<file path="config.mk">
export PLATFORM = sky130hd
export DESIGN_NAME = program_loader_flat
export DESIGN_NICKNAME = d
export VERILOG_FILES = /design/src/rtl/program_loader_pkg.sv /design/src/rtl/program_loader_if.sv /design/src/rtl/program_loader_strobe_sync.sv /design/src/rtl/program_loader.sv /design/src/flat_wrapper.sv
export SDC_FILE = /design/constraint.sdc
export NUM_CORES = 1
export LEC_CHECK = 0
export CAP_MARGIN = 20
export CORE_MARGIN = 4
export CORE_UTILIZATION = 34
export DETAILED_ROUTE_END_ITERATION = 12
export PLACE_DENSITY = 0.55
export SETUP_SLACK_MARGIN = 0.1
export SKIP_CTS_REPAIR_TIMING = 1
export SLEW_MARGIN = 20
export SYNTH_ARGS = -nofsm -noshare
export SYNTH_HDL_FRONTEND = slang
export SYNTH_SLANG_ARGS = --single-unit
</file>
<file path="constraint.sdc">
create_clock -name clk -period 11.8 [get_ports clk]
set_input_delay 2.95 -clock clk [delete_from_list [all_inputs] [get_ports clk]]
set_output_delay 2.95 -clock clk [all_outputs]
set_load 0.005 [all_outputs]
</file>
<file path="src/rtl/program_loader_pkg.sv">
// program_loader_pkg: shared state encoding and default widths for the program store
package program_loader_pkg;
  localparam int ADDR_WIDTH = 8;
  localparam int DATA_WIDTH = 4;
  typedef enum logic [1:0] {
    IDLE  = 2'd0,
    CLEAR = 2'd1,
    LOAD  = 2'd2,
    RUN   = 2'd3
  } state_e;
endpackage

</file>
<file path="src/rtl/program_loader_if.sv">
// program_loader_if: board/CPU side signals of the writable program store
interface program_loader_if #(
  parameter int ADDR_WIDTH = program_loader_pkg::ADDR_WIDTH,
  parameter int DATA_WIDTH = program_loader_pkg::DATA_WIDTH
);
  logic                  loadReq;
  logic                  endLoad;
  logic                  writeStrobe;
  logic [DATA_WIDTH-1:0] dataIn;
  logic [ADDR_WIDTH-1:0] pcAddr;
  logic [DATA_WIDTH-1:0] opcodeOut;
  logic                  cpuHold;
  logic [ADDR_WIDTH-1:0] loadAddr;
  logic                  loadDone;
  logic                  full;
  modport slave (
    input  loadReq, endLoad, writeStrobe, dataIn, pcAddr,
    output opcodeOut, cpuHold, loadAddr, loadDone, full
  );
  modport master (
    output loadReq, endLoad, writeStrobe, dataIn, pcAddr,
    input  opcodeOut, cpuHold, loadAddr, loadDone, full
  );
endinterface

</file>
<file path="src/rtl/program_loader_strobe_sync.sv">
// program_loader_strobe_sync: two-flop synchroniser plus rising-edge detect for the push-button
module program_loader_strobe_sync (
  input  logic clk,
  input  logic reset,
  input  logic strobe_i,
  output logic pulse_o
);
  logic sync1_q, sync2_q, prev_q;
  // Bring the raw button into the clk domain and remember the last synced value
  always_ff @(posedge clk or negedge reset) begin
    if (!reset) begin
      sync1_q <= 1'b0;
      sync2_q <= 1'b0;
      prev_q  <= 1'b0;
    end else begin
      sync1_q <= strobe_i;
      sync2_q <= sync1_q;
      prev_q  <= sync2_q;
    end
  end
  assign pulse_o = sync2_q & ~prev_q;
endmodule

</file>
<file path="src/rtl/program_loader.sv">
// program_loader: clear/load/run program store feeding the CPU opcode fetch port
module program_loader #(
  parameter int ADDR_WIDTH = program_loader_pkg::ADDR_WIDTH,
  parameter int DATA_WIDTH = program_loader_pkg::DATA_WIDTH
) (
  input  logic             clk,
  input  logic             reset,
  program_loader_if.slave  bus
);
  import program_loader_pkg::*;
  localparam int DEPTH = 2**ADDR_WIDTH;
  state_e                state_q, state_d;
  logic [ADDR_WIDTH-1:0] addr_q, addr_d;
  logic                  full_q, full_d;
  logic                  wr_pulse, wr_en;
  logic [DATA_WIDTH-1:0] wr_data;
  logic [DATA_WIDTH-1:0] mem_q [DEPTH];
  program_loader_strobe_sync u_sync (
    .clk      (clk),
    .reset    (reset),
    .strobe_i (bus.writeStrobe),
    .pulse_o  (wr_pulse)
  );
  // Next state, load address, full flag and the single memory write port
  always_comb begin
    state_d = state_q;
    addr_d  = addr_q;
    full_d  = full_q;
    wr_en   = 1'b0;
    wr_data = bus.dataIn;
    unique case (state_q)
      IDLE: if (bus.loadReq) begin
        state_d = CLEAR;
        addr_d  = '0;
      end
      CLEAR: begin
        wr_en   = 1'b1;
        wr_data = '0;
        addr_d  = addr_q + 1'b1;
        if (&addr_q) begin
          state_d = LOAD;
          full_d  = 1'b0;
        end
      end
      LOAD: begin
        if (wr_pulse) begin
          wr_en  = 1'b1;
          addr_d = addr_q + 1'b1;
          if (&addr_q) full_d = 1'b1;
        end
        if ((wr_pulse && &addr_q) || bus.endLoad) state_d = RUN;
      end
      RUN: if (bus.loadReq) begin
        state_d = CLEAR;
        addr_d  = '0;
        full_d  = 1'b0;
      end
    endcase
  end
  // Control state; memory contents deliberately survive reset
  always_ff @(posedge clk or negedge reset) begin
    if (!reset) begin
      state_q <= IDLE;
      addr_q  <= '0;
      full_q  <= 1'b0;
    end else begin
      state_q <= state_d;
      addr_q  <= addr_d;
      full_q  <= full_d;
    end
  end
  // Program memory write port
  always_ff @(posedge clk) begin
    if (wr_en) mem_q[addr_q] <= wr_data;
  end
  assign bus.opcodeOut = mem_q[bus.pcAddr];
  assign bus.cpuHold   = state_q != RUN;
  assign bus.loadDone  = state_q == RUN;
  assign bus.loadAddr  = addr_q;
  assign bus.full      = full_q;
endmodule

</file>
<file path="src/flat_wrapper.sv">
// flat-port wrapper written by rule: the top's interface ports become plain ports
module program_loader_flat import program_loader_pkg::*;
#(
  parameter int ADDR_WIDTH = program_loader_pkg::ADDR_WIDTH,
  parameter int DATA_WIDTH = program_loader_pkg::DATA_WIDTH
)
  (clk, reset, bus_loadReq, bus_endLoad, bus_writeStrobe, bus_dataIn, bus_pcAddr, bus_opcodeOut, bus_cpuHold, bus_loadAddr, bus_loadDone, bus_full);
  program_loader_if #(.ADDR_WIDTH(ADDR_WIDTH), .DATA_WIDTH(DATA_WIDTH)) bus_i ();
  input  logic clk;
  input  logic reset;
  input wire logic [$bits(bus_i.loadReq)-1:0] bus_loadReq;
  input wire logic [$bits(bus_i.endLoad)-1:0] bus_endLoad;
  input wire logic [$bits(bus_i.writeStrobe)-1:0] bus_writeStrobe;
  input wire logic [$bits(bus_i.dataIn)-1:0] bus_dataIn;
  input wire logic [$bits(bus_i.pcAddr)-1:0] bus_pcAddr;
  output wire logic [$bits(bus_i.opcodeOut)-1:0] bus_opcodeOut;
  output wire logic [$bits(bus_i.cpuHold)-1:0] bus_cpuHold;
  output wire logic [$bits(bus_i.loadAddr)-1:0] bus_loadAddr;
  output wire logic [$bits(bus_i.loadDone)-1:0] bus_loadDone;
  output wire logic [$bits(bus_i.full)-1:0] bus_full;
  assign bus_i.loadReq = bus_loadReq;
  assign bus_i.endLoad = bus_endLoad;
  assign bus_i.writeStrobe = bus_writeStrobe;
  assign bus_i.dataIn = bus_dataIn;
  assign bus_i.pcAddr = bus_pcAddr;
  assign bus_opcodeOut = bus_i.opcodeOut;
  assign bus_cpuHold = bus_i.cpuHold;
  assign bus_loadAddr = bus_i.loadAddr;
  assign bus_loadDone = bus_i.loadDone;
  assign bus_full = bus_i.full;
  program_loader #(.ADDR_WIDTH(ADDR_WIDTH), .DATA_WIDTH(DATA_WIDTH)) u_core (.clk(clk), .reset(reset), .bus(bus_i));
endmodule
</file>
==> run_results.csv <==
group,metric,value,unit
synth,ys_types,49,
critical_path,required,8.85,ns
clocking,cts.clk_slew.worst_paths,0.06,ns
die,dieArea,127000,um2
final_layout,final_nets,2247,
timing,maxSlewViolCount,0,
critical_path,critPathMaxStageDelay,0.70,ns
timing,rsz0062_at_grt,"false",
clocking,clkLatencyLatePin,0.67,ns
power,leakage,14.4,nW
synth,synth_warnings,0,
final_layout,drive_above_1_share,0.195,
synth,netlist.area_leader.share,0.745,
placed_design,hpwlAfterDp,59000,um
critical_path,reg2reg_depth,6,
synth,netlist_area,41300,um2
power,irDropWorstVdd,132,uV
routing,drtIter0Drc,1957,
outcome,status,"complete, no violations",
clocking,cts.root.buffer_cell,"clkbuf_16",
critical_path,worstPathArrival,7.17,ns
global_routing,track_usage,0.158,
final_layout,fillers,10802,
routing,drtAntennaViolNets,0,
die,fp.coreArea,120000,um2
die,die_h,356,um
die,die_x,356,um
timing,fin_setup_tns,0,ns
critical_path,path_cells,"buf_8 > buf_4 > mux2i_1 > and3_1 > a2111oi_0 > o41ai_1 > o31ai_1 > o32ai_1 > nand3_1 > clkdlybuf4s50_1",
critical_path,critPathTopFamily,"buffers and inverters",
placed_design,place_inst,3728,
timing,min_period,10.12,ns
routing,num_vias,20659,
timing,fmax,0.0988,GHz
synth,yosys-top-cells-area,"edfxtp_1 75%, mux4_2 12%, mux2i_1 2.9%",
synth,ys.flop_type,"edfxtp_1",
clocking,cts_buffers,101,
synth,syn_avg_cell_area,19.0,um2
power,p_total,0.00765,W
final_layout,fin_cells,3919,
timing,period_share,0.858,
global_routing,grt_max_degree,247,
hold_path,whs_path_depth,0,
synth,synth_commonest_cells,"1,024 x edfxtp_1, 284 x nor2_1, 223 x mux4_2, 119 x mux2i_1, 77 x clkbuf_1",
global_routing,grt_pass1_wl,148000,um
critical_path,end_kind,"primary output",
placed_design,gp_congestion,0.776,
placed_design,place_area,43400,um2
synth,postSynthCellCount,2173,
synth,async_flop_share,0.0135,
power,power_density,163,nW/um2
final_layout,stdcell_area,47000,um2
critical_path,worst-path-buf-inv,3,
critical_path,crit_cells,10,
clocking,cts_tree,"done",
routing,viasPerCell,5.27,
die,io_pins,32,
placed_design,portBuffers,31,
timing,hold_viol_final,0,
clocking,cts.htree.levels,3,
timing,slew_headroom,0.291,
timing,worstMarginPinSlew,1.04,ns
critical_path,start_kind,"input pin",
die,initial_utilization,0.343,
routing,wl_per_cell,25.9,um
routing,drc,0,
die,core.rowCount,127,
synth,yosysMostFrequentCell,"edfxtp_1",
synth,synth_seq_cells,1038,
synth,yosysSeqAreaShare,0.754,
critical_path,crit_path_top_delay_cell,"o41ai_1",
global_routing,grt_overflow,0,
clocking,clock_path_buffers,3,
final_layout,syn_to_final_growth,13.9,%
global_routing,antenna_found_initial,2,
job,max_cap_viol_count,0,
synth,synth_nets,2199,
timing,skew,0.0192,ns
timing,whs,0.348,ns
hold_path,hp-class,"register to register",
final_layout,n_antenna_cell,0,
timing,finalSetupViolations,0,
synth,synth_top_area_cell,"edfxtp_1",
critical_path,cp_max_fo,86,
routing,drt_wl_total,101000,um
global_routing,grt_pass1_vias,21468,
synth,synth_edf_count,1024,
routing,first_pass_iters,8,
clocking,cts_sinks,1038,
critical_path,criticalPathCategory,"input pin to primary output",
==> layout make-up <==
type                            count  area [um2]  share of cell area
Sequential cell                  1038       31100               0.662
Multi-Input combinational cell    987        9510               0.202
Clock buffer                      124        2700              0.0574
Tap cell                         1612        2020              0.0429
Timing Repair Buffer               81         830              0.0176
Clock inverter                     65         807              0.0172
Inverter                           12        45.0            0.000958
==> where the power goes <==
part           internal, W  switching, W
clock network      0.00202       0.00138
logic             0.000114      0.000146
registers          0.00399   0.000000179
total              0.00613       0.00152
==> cells by family (layout without fill, tap and decap cells) <==
group           Yosys count  count (layout)  share of synthesized area
flops                  1038            1038                      0.754
simple gates            459             459                     0.0466
mux                     347             347                      0.152
compound gates          172             172                     0.0283
buf+inv                 148             282                     0.0168
fa+ha+maj                 9               9                    0.00273
==> cell usage in the layout (no fill, tap or decap), types with 31 or more instances in the layout <==
| cell | Yosys | layout |
|---|---|---|
| edfxtp_1 | 1024 | 1024 |
| nor2_1 | 284 | 284 |
| o221ai_1 | 38 | 38 |
| mux4_2 | 223 | 223 |
| buf_4 | 13 | 39 |
| clkbuf_16 | 0 | 105 |
| nand2_1 | 62 | 62 |
| a21oi_1 | 42 | 42 |
| mux2i_1 | 119 | 119 |
| nor3_1 | 31 | 31 |
| nand3_1 | 39 | 39 |
==> state kept, by name, summed over array words and instances, names as in the netlist <==
register and count:
u_core.u_sync.prev_q 1, u_core.bus.full 1, u_core.state_q 2, u_core.u_sync.sync1_q 1
u_core.mem_q 1024, u_core.bus.loadAddr 8, u_core.u_sync.sync2_q 1
==> path summary, 6_finish.rpt <==
check / from / slack, ns / end
min in group asynchronous: reset / 2.70 / u_core.bus.full
max in group asynchronous: reset / 8.68 / u_core.state_q[0]
worst max-delay path: bus_pcAddr[1] / 1.68 / bus_opcodeOut[3]
worst min register to register: u_core.u_sync.sync1_q / 0.35 / u_core.u_sync.sync2_q
worst min-delay path: u_core.u_sync.sync1_q / 0.35 / u_core.u_sync.sync2_q
worst max register to register: u_core.state_q[1] / 8.20 / u_core.mem_q[157][3]
==> through the flow <==
step	worst slack, ns	util
CTS	1.71	0.390
global route	1.63	0.391
floorplan	1.25	-
detailed placement	1.71	0.361
finish	1.68	0.391
global placement	1.68	0.361
==> per-layer routing <==
metal	wire length (um)	vias to the layer above	share of wire	GRT usage
li1	-	8886	-	-
met1	42300	10931	0.42	0.216
met2	50400	705	0.50	0.262
met3	6050	137	0.060	0.0242
met4	2620	0	0.026	0.0488
met5	0	-	0	0
(Power assumes the default switching activity.)
